[src/rtl/yuv_stream_packer.sv]
// Packs the per-pixel Y/U/V (or raw) beat stream into OUT_WIDTH-bit words,
// with header packing, per-frame config latching and end-of-frame flush.

package yuv_stream_packer_pkg;
    localparam int unsigned DTYPE_WIDTH = 8;

    localparam logic [DTYPE_WIDTH-1:0] DTYPE_FRAME_START  = 8'h01;
    localparam logic [DTYPE_WIDTH-1:0] DTYPE_FRAME_END    = 8'h02;
    localparam logic [DTYPE_WIDTH-1:0] DTYPE_ROW_START    = 8'h03;
    localparam logic [DTYPE_WIDTH-1:0] DTYPE_ROW_END      = 8'h04;
    localparam logic [DTYPE_WIDTH-1:0] DTYPE_HEADER_START = 8'h05;
    localparam logic [DTYPE_WIDTH-1:0] DTYPE_HEADER       = 8'h06;
    localparam logic [DTYPE_WIDTH-1:0] DTYPE_PIXEL        = 8'h80;
    localparam logic [DTYPE_WIDTH-1:0] DTYPE_PIXEL_MASK   = 8'h80;

    localparam logic [1:0] MODE_YUV444 = 2'd0;
    localparam logic [1:0] MODE_YUV422 = 2'd1;
    localparam logic [1:0] MODE_YONLY  = 2'd2;

    typedef struct packed {
        logic [DTYPE_WIDTH-1:0] dtype;
        logic [15:0]            meta;
        logic [7:0]             y;
        logic [7:0]             u;
        logic [7:0]             v;
    } beat_t;
endpackage

module yuv_stream_packer
    import yuv_stream_packer_pkg::*;
#(
    parameter int unsigned OUT_WIDTH       = 32,
    parameter int unsigned RAW_PIXEL_SHIFT = 0,
    parameter int unsigned IMAGE_TYPE_IDX  = 0
) (
    input  logic                   clk,
    input  logic                   resetb,
    input  logic [15:0]            image_type,
    input  logic [1:0]             mode,
    input  logic                   little_endian,
    input  logic                   dvi,
    input  logic [DTYPE_WIDTH-1:0] dtypei,
    input  logic [15:0]            meta_datai,
    input  logic [7:0]             yi,
    input  logic [7:0]             ui,
    input  logic [7:0]             vi,
    output logic                   dvo,
    output logic [DTYPE_WIDTH-1:0] dtypeo,
    output logic [OUT_WIDTH-1:0]   datao,
    output logic                   err
);

    localparam int unsigned AW  = OUT_WIDTH + 24;
    localparam int unsigned FW  = $clog2(AW + 1);
    localparam int unsigned HS  = OUT_WIDTH / 16;
    localparam int unsigned HSW = $clog2(HS);

    typedef enum logic [1:0] {ST_STREAM, ST_FLUSH, ST_END} state_e;

    // Stage 1 registers
    logic        r_s1_dv;
    beat_t       r_s1_beat;
    logic [15:0] r_s1_image_type;
    logic [1:0]  r_s1_mode;
    logic        r_s1_le;

    // Stage 2 state
    state_e                 r_state;
    logic [15:0]            r_cfg_image_type;
    logic [1:0]             r_cfg_mode;
    logic                   r_cfg_le;
    logic [AW-1:0]          r_acc;
    logic [FW-1:0]          r_fill;
    logic                   r_phase;
    logic [7:0]             r_u0;
    logic [7:0]             r_v0;
    logic [OUT_WIDTH-1:0]   r_hdr;
    logic [HSW-1:0]         r_hdr_slot;
    logic [15:0]            r_hdr_idx;
    logic                   r_dvo;
    logic [DTYPE_WIDTH-1:0] r_dtypeo;
    logic [OUT_WIDTH-1:0]   r_datao;
    logic                   r_err;

    logic                 w_is_pixel;
    logic                 w_is_hdr;
    logic                 w_raw;
    logic [7:0]           w_raw_byte;
    logic [7:0]           w_u_avg;
    logic [7:0]           w_v_avg;
    logic [23:0]          w_push;
    logic [1:0]           w_nbytes;
    logic [AW-1:0]        w_acc_push;
    logic [FW-1:0]        w_fill_push;
    logic                 w_emit;
    logic [OUT_WIDTH-1:0] w_word;
    logic [OUT_WIDTH-1:0] w_flush_word;
    logic [15:0]          w_hdr_val;
    logic [OUT_WIDTH-1:0] w_hdr_next;
    logic                 w_hdr_done;
    logic                 w_hdr_pending;

    // Reverses byte order so the first-pushed byte lands in bits [7:0].
    function automatic logic [OUT_WIDTH-1:0] f_swap(input logic [OUT_WIDTH-1:0] x);
        logic [OUT_WIDTH-1:0] res;
        res = '0;
        for (int unsigned i = 0; i < OUT_WIDTH / 8; i++) begin
            res[8*i +: 8] = x[OUT_WIDTH-8-8*i +: 8];
        end
        return res;
    endfunction

    always_ff @(posedge clk) begin
        if (!resetb) begin
            r_s1_dv         <= 1'b0;
            r_s1_beat       <= '0;
            r_s1_image_type <= '0;
            r_s1_mode       <= '0;
            r_s1_le         <= 1'b0;
        end else begin
            r_s1_dv         <= dvi;
            r_s1_beat       <= '{dtype: dtypei, meta: meta_datai, y: yi, u: ui, v: vi};
            r_s1_image_type <= image_type;
            r_s1_mode       <= mode;
            r_s1_le         <= little_endian;
        end
    end

    assign w_is_pixel = r_s1_dv && (|(r_s1_beat.dtype & DTYPE_PIXEL_MASK));
    assign w_is_hdr   = r_s1_dv && (r_s1_beat.dtype == DTYPE_HEADER);
    assign w_raw      = (r_cfg_image_type == 16'd0);
    assign w_raw_byte = 8'(r_s1_beat.meta >> RAW_PIXEL_SHIFT);
    assign w_u_avg    = 8'((9'(r_u0) + 9'(r_s1_beat.u)) >> 1);
    assign w_v_avg    = 8'((9'(r_v0) + 9'(r_s1_beat.v)) >> 1);

    // Bytes contributed by this pixel beat, left-aligned (first byte in [23:16]).
    always_comb begin
        w_push   = '0;
        w_nbytes = 2'd1;
        if (w_raw) begin
            w_push = {w_raw_byte, 16'h0000};
        end else begin
            case (r_cfg_mode)
                MODE_YUV444: begin
                    w_push   = {r_s1_beat.y, r_s1_beat.u, r_s1_beat.v};
                    w_nbytes = 2'd3;
                end
                MODE_YUV422: begin
                    if (r_phase) begin
                        w_push   = {r_s1_beat.y, w_u_avg, w_v_avg};
                        w_nbytes = 2'd3;
                    end else begin
                        w_push = {r_s1_beat.y, 16'h0000};
                    end
                end
                default: w_push = {r_s1_beat.y, 16'h0000};
            endcase
        end
    end

    // Accumulator keeps the oldest byte at the MSB; bits below the fill level stay zero.
    assign w_acc_push   = r_acc | ({w_push, {OUT_WIDTH{1'b0}}} >> r_fill);
    assign w_fill_push  = r_fill + FW'({w_nbytes, 3'b000});
    assign w_emit       = (w_fill_push >= FW'(OUT_WIDTH));
    assign w_word       = r_cfg_le ? f_swap(w_acc_push[AW-1 -: OUT_WIDTH])
                                   : w_acc_push[AW-1 -: OUT_WIDTH];
    assign w_flush_word = r_cfg_le ? f_swap(r_acc[AW-1 -: OUT_WIDTH])
                                   : r_acc[AW-1 -: OUT_WIDTH];

    assign w_hdr_val     = (r_hdr_idx == 16'(IMAGE_TYPE_IDX)) ? r_cfg_image_type
                                                              : r_s1_beat.meta;
    assign w_hdr_next    = r_cfg_le ? {w_hdr_val, r_hdr[OUT_WIDTH-1:16]}
                                    : {r_hdr[OUT_WIDTH-17:0], w_hdr_val};
    assign w_hdr_done    = (r_hdr_slot == HSW'(HS - 1));
    assign w_hdr_pending = (r_hdr_slot != '0);

    always_ff @(posedge clk) begin
        if (!resetb) begin
            r_state          <= ST_STREAM;
            r_cfg_image_type <= '0;
            r_cfg_mode       <= '0;
            r_cfg_le         <= 1'b0;
            r_acc            <= '0;
            r_fill           <= '0;
            r_phase          <= 1'b0;
            r_u0             <= '0;
            r_v0             <= '0;
            r_hdr            <= '0;
            r_hdr_slot       <= '0;
            r_hdr_idx        <= '0;
            r_dvo            <= 1'b0;
            r_dtypeo         <= '0;
            r_datao          <= '0;
            r_err            <= 1'b0;
        end else begin
            r_dvo    <= 1'b0;
            r_dtypeo <= '0;
            r_datao  <= '0;
            case (r_state)
                // Flush word went out last cycle; FRAME_END follows and any new beat is lost.
                ST_FLUSH: begin
                    r_dvo    <= 1'b1;
                    r_dtypeo <= DTYPE_FRAME_END;
                    r_state  <= ST_END;
                    if (r_s1_dv) begin
                        r_err <= 1'b1;
                    end
                end
                default: begin
                    r_state <= ST_STREAM;
                    if (r_s1_dv && !w_is_hdr && w_hdr_pending) begin
                        r_err      <= 1'b1;
                        r_hdr_slot <= '0;
                    end
                    if (w_is_pixel) begin
                        r_phase <= ~r_phase;
                        if (!r_phase) begin
                            r_u0 <= r_s1_beat.u;
                            r_v0 <= r_s1_beat.v;
                        end
                        if (w_emit) begin
                            r_dvo    <= 1'b1;
                            r_dtypeo <= DTYPE_PIXEL;
                            r_datao  <= w_word;
                            r_acc    <= w_acc_push << OUT_WIDTH;
                            r_fill   <= w_fill_push - FW'(OUT_WIDTH);
                        end else begin
                            r_acc  <= w_acc_push;
                            r_fill <= w_fill_push;
                        end
                    end else if (w_is_hdr) begin
                        r_hdr     <= w_hdr_next;
                        r_hdr_idx <= r_hdr_idx + 16'd1;
                        if (w_hdr_done) begin
                            r_dvo      <= 1'b1;
                            r_dtypeo   <= DTYPE_HEADER;
                            r_datao    <= w_hdr_next;
                            r_hdr_slot <= '0;
                        end else begin
                            r_hdr_slot <= r_hdr_slot + HSW'(1);
                        end
                    end else if (r_s1_dv) begin
                        r_dvo    <= 1'b1;
                        r_dtypeo <= r_s1_beat.dtype;
                        case (r_s1_beat.dtype)
                            DTYPE_FRAME_START: begin
                                r_cfg_image_type <= r_s1_image_type;
                                r_cfg_mode       <= r_s1_mode;
                                r_cfg_le         <= r_s1_le;
                                r_err            <= 1'b0;
                                r_acc            <= '0;
                                r_fill           <= '0;
                                r_hdr_slot       <= '0;
                                r_hdr_idx        <= '0;
                            end
                            DTYPE_HEADER_START: begin
                                r_acc      <= '0;
                                r_fill     <= '0;
                                r_hdr_slot <= '0;
                                r_hdr_idx  <= '0;
                            end
                            DTYPE_ROW_START: r_phase <= 1'b0;
                            DTYPE_FRAME_END: begin
                                if (r_fill != '0) begin
                                    r_dtypeo <= DTYPE_PIXEL;
                                    r_datao  <= w_flush_word;
                                    r_acc    <= '0;
                                    r_fill   <= '0;
                                    r_state  <= ST_FLUSH;
                                end
                            end
                            default: ;
                        endcase
                    end
                end
            endcase
        end
    end

    assign dvo    = r_dvo;
    assign dtypeo = r_dtypeo;
    assign datao  = r_datao;
    assign err    = r_err;

endmodule
[config.mk]
export PLATFORM = sky130hd
export DESIGN_NAME = yuv_stream_packer
export DESIGN_NICKNAME = d
export VERILOG_FILES = /design/src/rtl/yuv_stream_packer.sv
export SDC_FILE = /design/constraint.sdc
export NUM_CORES = 1
export LEC_CHECK = 0
export CORE_MARGIN = 1.5
export CORE_UTILIZATION = 53
export DETAILED_ROUTE_END_ITERATION = 7
export PLACE_DENSITY = 0.82
export SLEW_MARGIN = 20
export SYNTH_ARGS = -nofsm -noshare
export SYNTH_HDL_FRONTEND = slang
export SYNTH_SLANG_ARGS = --single-unit
[constraint.sdc]
create_clock -name clk -period 2.9 [get_ports clk]
set_clock_uncertainty 0.2 [all_clocks]
set_input_delay 0.29 -clock clk [delete_from_list [all_inputs] [get_ports clk]]
set_output_delay 0.29 -clock clk [all_outputs]
set_load 0.05 [all_outputs]
Yosys cells after proc, flatten, opt, wreduce, memory -nomap -nowiden
Cells that the tools add are included.
Word-level totals
  output and inout port bits: 42
  input bits: 70
  register bits: 259
Operators by class
  bitwise logic cells: 8
  shift operators: 1
  reductions and logical operators: 23
  $lt $le $gt $ge: 1
  $add $sub $neg: 6
  multiplexer cells: 69
  eq/ne operators: 10
Operators with widths (count)
  $mux W32: 10
  $mux W56: 5
  $pmux W56 S2: 1
  $mux W16: 5
  $or A56 B56 Y56: 1
  $shr A56 B6 Y56: 1
  $mux W8: 6
  $logic_not A16 Y1: 2
  $pmux W16 S2: 1
  $mux W6: 5
  $mux W1: 28
  $mux W24: 1
  $add A8 B8 Y9: 2
  $add A16 B1 Y16 const B: 1
  $eq A8 B2 Y1 const B: 2
  $eq A8 B3 Y1 const B: 2
  $pmux W6 S2: 1
  $reduce_and A5 Y1: 2
  $eq A8 B1 Y1 const B: 1
  $mux W2: 4
  $reduce_and A4 Y1: 2
  $reduce_bool A2 Y1: 4
  $not A1 Y1: 7
  $add A6 B5 Y6: 1
  16 further kinds: 23

Logic depth before layout (Yosys ltp)
  depth in word-level cells: 11
  mapped depth: 15
  depth with buffers taken out: 12

Worst setup path after synthesis
Ideal clock, no wire load.
  kind: flip-flop to flip-flop
  start: register r_cfg_image_type[2]
  end: register r_datao[2], in the netlist datao[2]
  arrival: 2.921 ns
  stages on the path, launching flop included: 15
  period minus slack after synthesis: 3.208 ns
  path slack: -0.308 ns
  cells stage by stage: dfxtp_1 nor4_1 and4_1 buf_4 buf_2 nor2_1 o21ai_0 fa_1 nor2b_1 or2_0 clkbuf_1 nor2_2 clkbuf_1 nand2_1 o31ai_1
On the way
  cells in the longest elaborated chain, start to end: 7
RTL lines
  start, declared: RTL line 69  | logic [15:0] r_cfg_image_type;
  start signal, assigned: RTL line 247  | r_cfg_image_type <= r_s1_image_type;
  branches (longest 6 deep; another with $add A6 B5 Y6)
  $mux W32 *: RTL line 215  | if (w_is_pixel) begin
  end signal, assigned: RTL line 224  | r_datao <= w_word;
  end signal, assigned: RTL line 237  | r_datao <= w_hdr_next;
  end signal, assigned: RTL line 266  | r_datao <= w_flush_word;
  end, declared: RTL line 82  | logic [OUT_WIDTH-1:0] r_datao;
Every way passes the cells marked *.
A chain may end at the register's enable or synchronous reset.

Worst setup path after layout
  start: register r_cfg_image_type[11]
  end: register r_datao[16], in the netlist datao[16]
On the way
  cells in the longest elaborated chain, start to end: 7
RTL lines
  $logic_not A16 Y1 *: RTL line 131  | assign w_raw = (r_cfg_image_type == 16'd0);
  branches (longest 4 deep; another with $add A6 B5 Y6)
  $mux W32 *: RTL line 221  | if (w_emit) begin
  $mux W32 *: RTL line 215
Marks and branches as above.

==> run metrics <==
Cell Rows=between 50 and 60; I/O pin total=about 110; Final ANT Viol Nets=0; drt pass-1 iters=5; Final TNS setup=-3110 ps; Post-synth EDFFs=0; clock-pin slew on the worst setup and hold paths=roughly 60 ps; gr usage total=a little over a third; fmax=324 MHz; clk_lat worst skew=540 ps; Remaining DRCs=0; Fillers=1,769; core area=~23,000 sq um; Final WS setup=-185 ps; status=complete, but fails checks; Root Driver=clkbuf_16; H-tree level count=1; Slew HR=a little under two fifths; WS Path Type=register to register; area grow syn2layout=33.0%; Final period util=106%; HPWL after detailed placement=around 32 mm; CTS tree=built; Setup-failing EPs final=between 40 and 50; routability cong.=around 1; Clock Sinks=between 200 and 300; first-pass GRT wire length=about 67 mm; syn avg cell area=8.54 sq um; number of diodes=0; number of global-route vias before repair=12.0k; WHS=around 130 ps; Post-Synth Simple-Gate Area=between 20% and 30%; Net Count, Synth=1,565; chip width=about 160 um; FF-to-FF setup slack=-180 ps; min-delay worst type=input port to register; Pleak=approximately 6.4 nW; failing checks=negative setup slack; Ys Warns=0; Initial Util=a little over half; post-synthesis xor/xnor area fraction=less than 1%; Crit path arrival time=approximately 3300 ps; proportion of synthesized area in mux cells=slightly below 8%; fin crit period=3080 ps; iteration-0 DRC count of the detailed router=between 1k and 1.5k; Worst setup EP type=register; vias per cell=about 6.2; Power Density=around 460 nW/um^2; most frequent cells in the layout=253 x dfxtp_1, 176 x buf_4, 156 x nor2_1; worst slew pin tran=roughly 940 ps; post-placement cell count=between 1.5k and 2k; Synth area leader=dfxtp_1; CP max FO=7; Synth Cell Area=between 10,000 and 15,000 sq um; count of final hold-check violations=0; Die Height=around 160 um; Slew Viols, Final=0; drt total wl=~45 mm; GRT Residual Overflow=0; CP required=3160 ps; die area=approximately 25,000 sq um; non-filler instance count after layout=approximately 2.1k; register area share after synthesis=between 40% and 50%; post-synthesis compound-gate area fraction=a little under a quarter; fin nets=roughly 1.8k; antenna violations before repair=0; largest family of logic cells by synthesized area=compound AO/OA/AOI/OAI gates; largest net degree at the start of global routing=83; CTS Buf Count=27; layout cells sized above 1=22.2%; largest cells by area after synthesis=dfxtp_1 41%, a21oi_1 5.3%, mux2i_1 5.3%, nor2_1 4.9%, nand2_1 4.6%; vias=around 13k; Worst VDD drop=around 0.00044 V; Synth Register Bits=256; top cell type's share of synthesized area=40.6%; MaxCap Viol Count=0; Setup crit start kind=register; commonest non-fill, non-tap cell in the layout=dfxtp_1; number of unique standard cell types used by synthesis=~90; main flop type after synthesis=dfxtp_1; RSZ-0062 raised after global routing=yes; post-synthesis adder-cell area fraction=around 2.1%; buffers added on ports=about 110; cell count after synthesis=1,476; WL per Instance=between 20 and 25 um; FFs w/ async S/R, synth=0%; clock buffer depth=3
power breakdown:
part           switching [mW]  internal, mW  total [mW]
registers              0.0460          3.58        3.62
logic                   0.327         0.292       0.619
clock network            1.42          2.09        3.52
total                    1.80          5.96        7.76
synthesized netlist by cell type, drive strengths merged (7+ instances only):
| master | instances |
|---|---|
| a21o | 19 |
| o22ai | 19 |
| o21a | 14 |
| nor2b | 8 |
| buf | 39 |
| nand3b | 7 |
| nand3 | 21 |
| or2 | 7 |
| nor4 | 7 |
| a21oi | 136 |
| o221ai | 13 |
| mux2 | 27 |
| nand4 | 14 |
| and2 | 81 |
| a32oi | 12 |
| ha | 16 |
| xor2 | 10 |
| o21ai | 64 |
| a211oi | 19 |
| a22o | 11 |
| o211ai | 14 |
| nor3 | 34 |
| nor2 | 167 |
| a221oi | 8 |
| o31ai | 9 |
| or3 | 10 |
| a22oi | 8 |
| mux2i | 67 |
| nand2 | 158 |
| a31oi | 13 |
| inv | 28 |
| nand2b | 7 |
| clkbuf | 55 |
| dfxtp | 256 |
state kept, by name (all words and copies together) (netlist names):
name / cells
datao: 32
dtypeo: 8
dvo: 1
err: 1
r_acc: 56
r_cfg_image_type: 16
r_cfg_le: 1
r_cfg_mode: 2
r_fill: 3
r_hdr: 32
r_hdr_idx: 16
r_hdr_slot: 1
r_phase: 1
r_s1_beat: 48
r_s1_dv: 1
r_s1_image_type: 16
r_s1_le: 1
r_s1_mode: 2
r_state: 2
r_u0: 8
r_v0: 8
final timing paths:
kind	startpoint	cells past startpoint	to
setup reg to reg	r_cfg_image_type[11]	14	datao[16]
hold / removal	resetb	4	r_hdr_idx[6]
setup / recovery	r_cfg_image_type[11]	14	datao[16]
hold reg to reg	r_hdr[1]	2	r_hdr[1]
routing by layer:
metal	GRT usage (%)	up-vias	routed length, um
met4	22.6	0	3140
met5	0	-	0
li1	-	5823	-
met3	6.72	189	4240
met2	55.9	744	19800
met1	44.3	6026	17700
worst max-delay path, stage by stage (launching register included):
cell	delay, ps
dfxtp_2	340
nor4_4	360
buf_4	180
and4_4	240
nor2_4	40
o21ai_2	80
fa_2	320
nor2b_2	70
or2_4	260
buf_6	130
nor2_4	130
buf_6	170
nand2_4	60
or3_1	310
o211ai_1	90
cell families after synthesis:
group                      Yosys count
AOI/OAI and AO/OA                  429
xor gates and xnor gates            13
adders and majority gates           19
buffers and inverters              123
DFF                                256
muxes                               94
and+or+nand+nor                    542
stage by stage:
step           worst slack, ps  total power, mW  cell area (sq um)  utilization [%]
6_report                  -185             7.76              16800             71.6
5_1_grt                   -258             7.97              16800             71.6
4_1_cts                  -97.9             7.73              16300             69.6
3_5_place_dp              -350             4.23              15100             64.5
3_3_place_gp              -280             4.22              15100             64.5
2_1_floorplan             22.1             3.96              12700                -
repair_timing:
item,in CTS,in global routing
pin swaps,14,35
endpoints found under the hold margin,11,0
setup buffers,10,15
hold buffers,2,0
resized for setup,48,86
gates cloned,0,1
endpoints found under the setup margin,89,79
final cells by class:
| class | instances | area (sq um) | area share, % |
|---|---|---|---|
| inverters | 29 | 109 | 0.649 |
| clock inverters | 8 | 100 | 0.597 |
| multi-input cells | 1098 | 7420 | 44.3 |
| repair buffers | 314 | 2800 | 16.7 |
| clock buffers | 41 | 808 | 4.82 |
| flip-flops and latches | 256 | 5130 | 30.6 |
| well taps | 319 | 399 | 2.38 |
No activity file was read; power rests on OpenSTA's default activity.
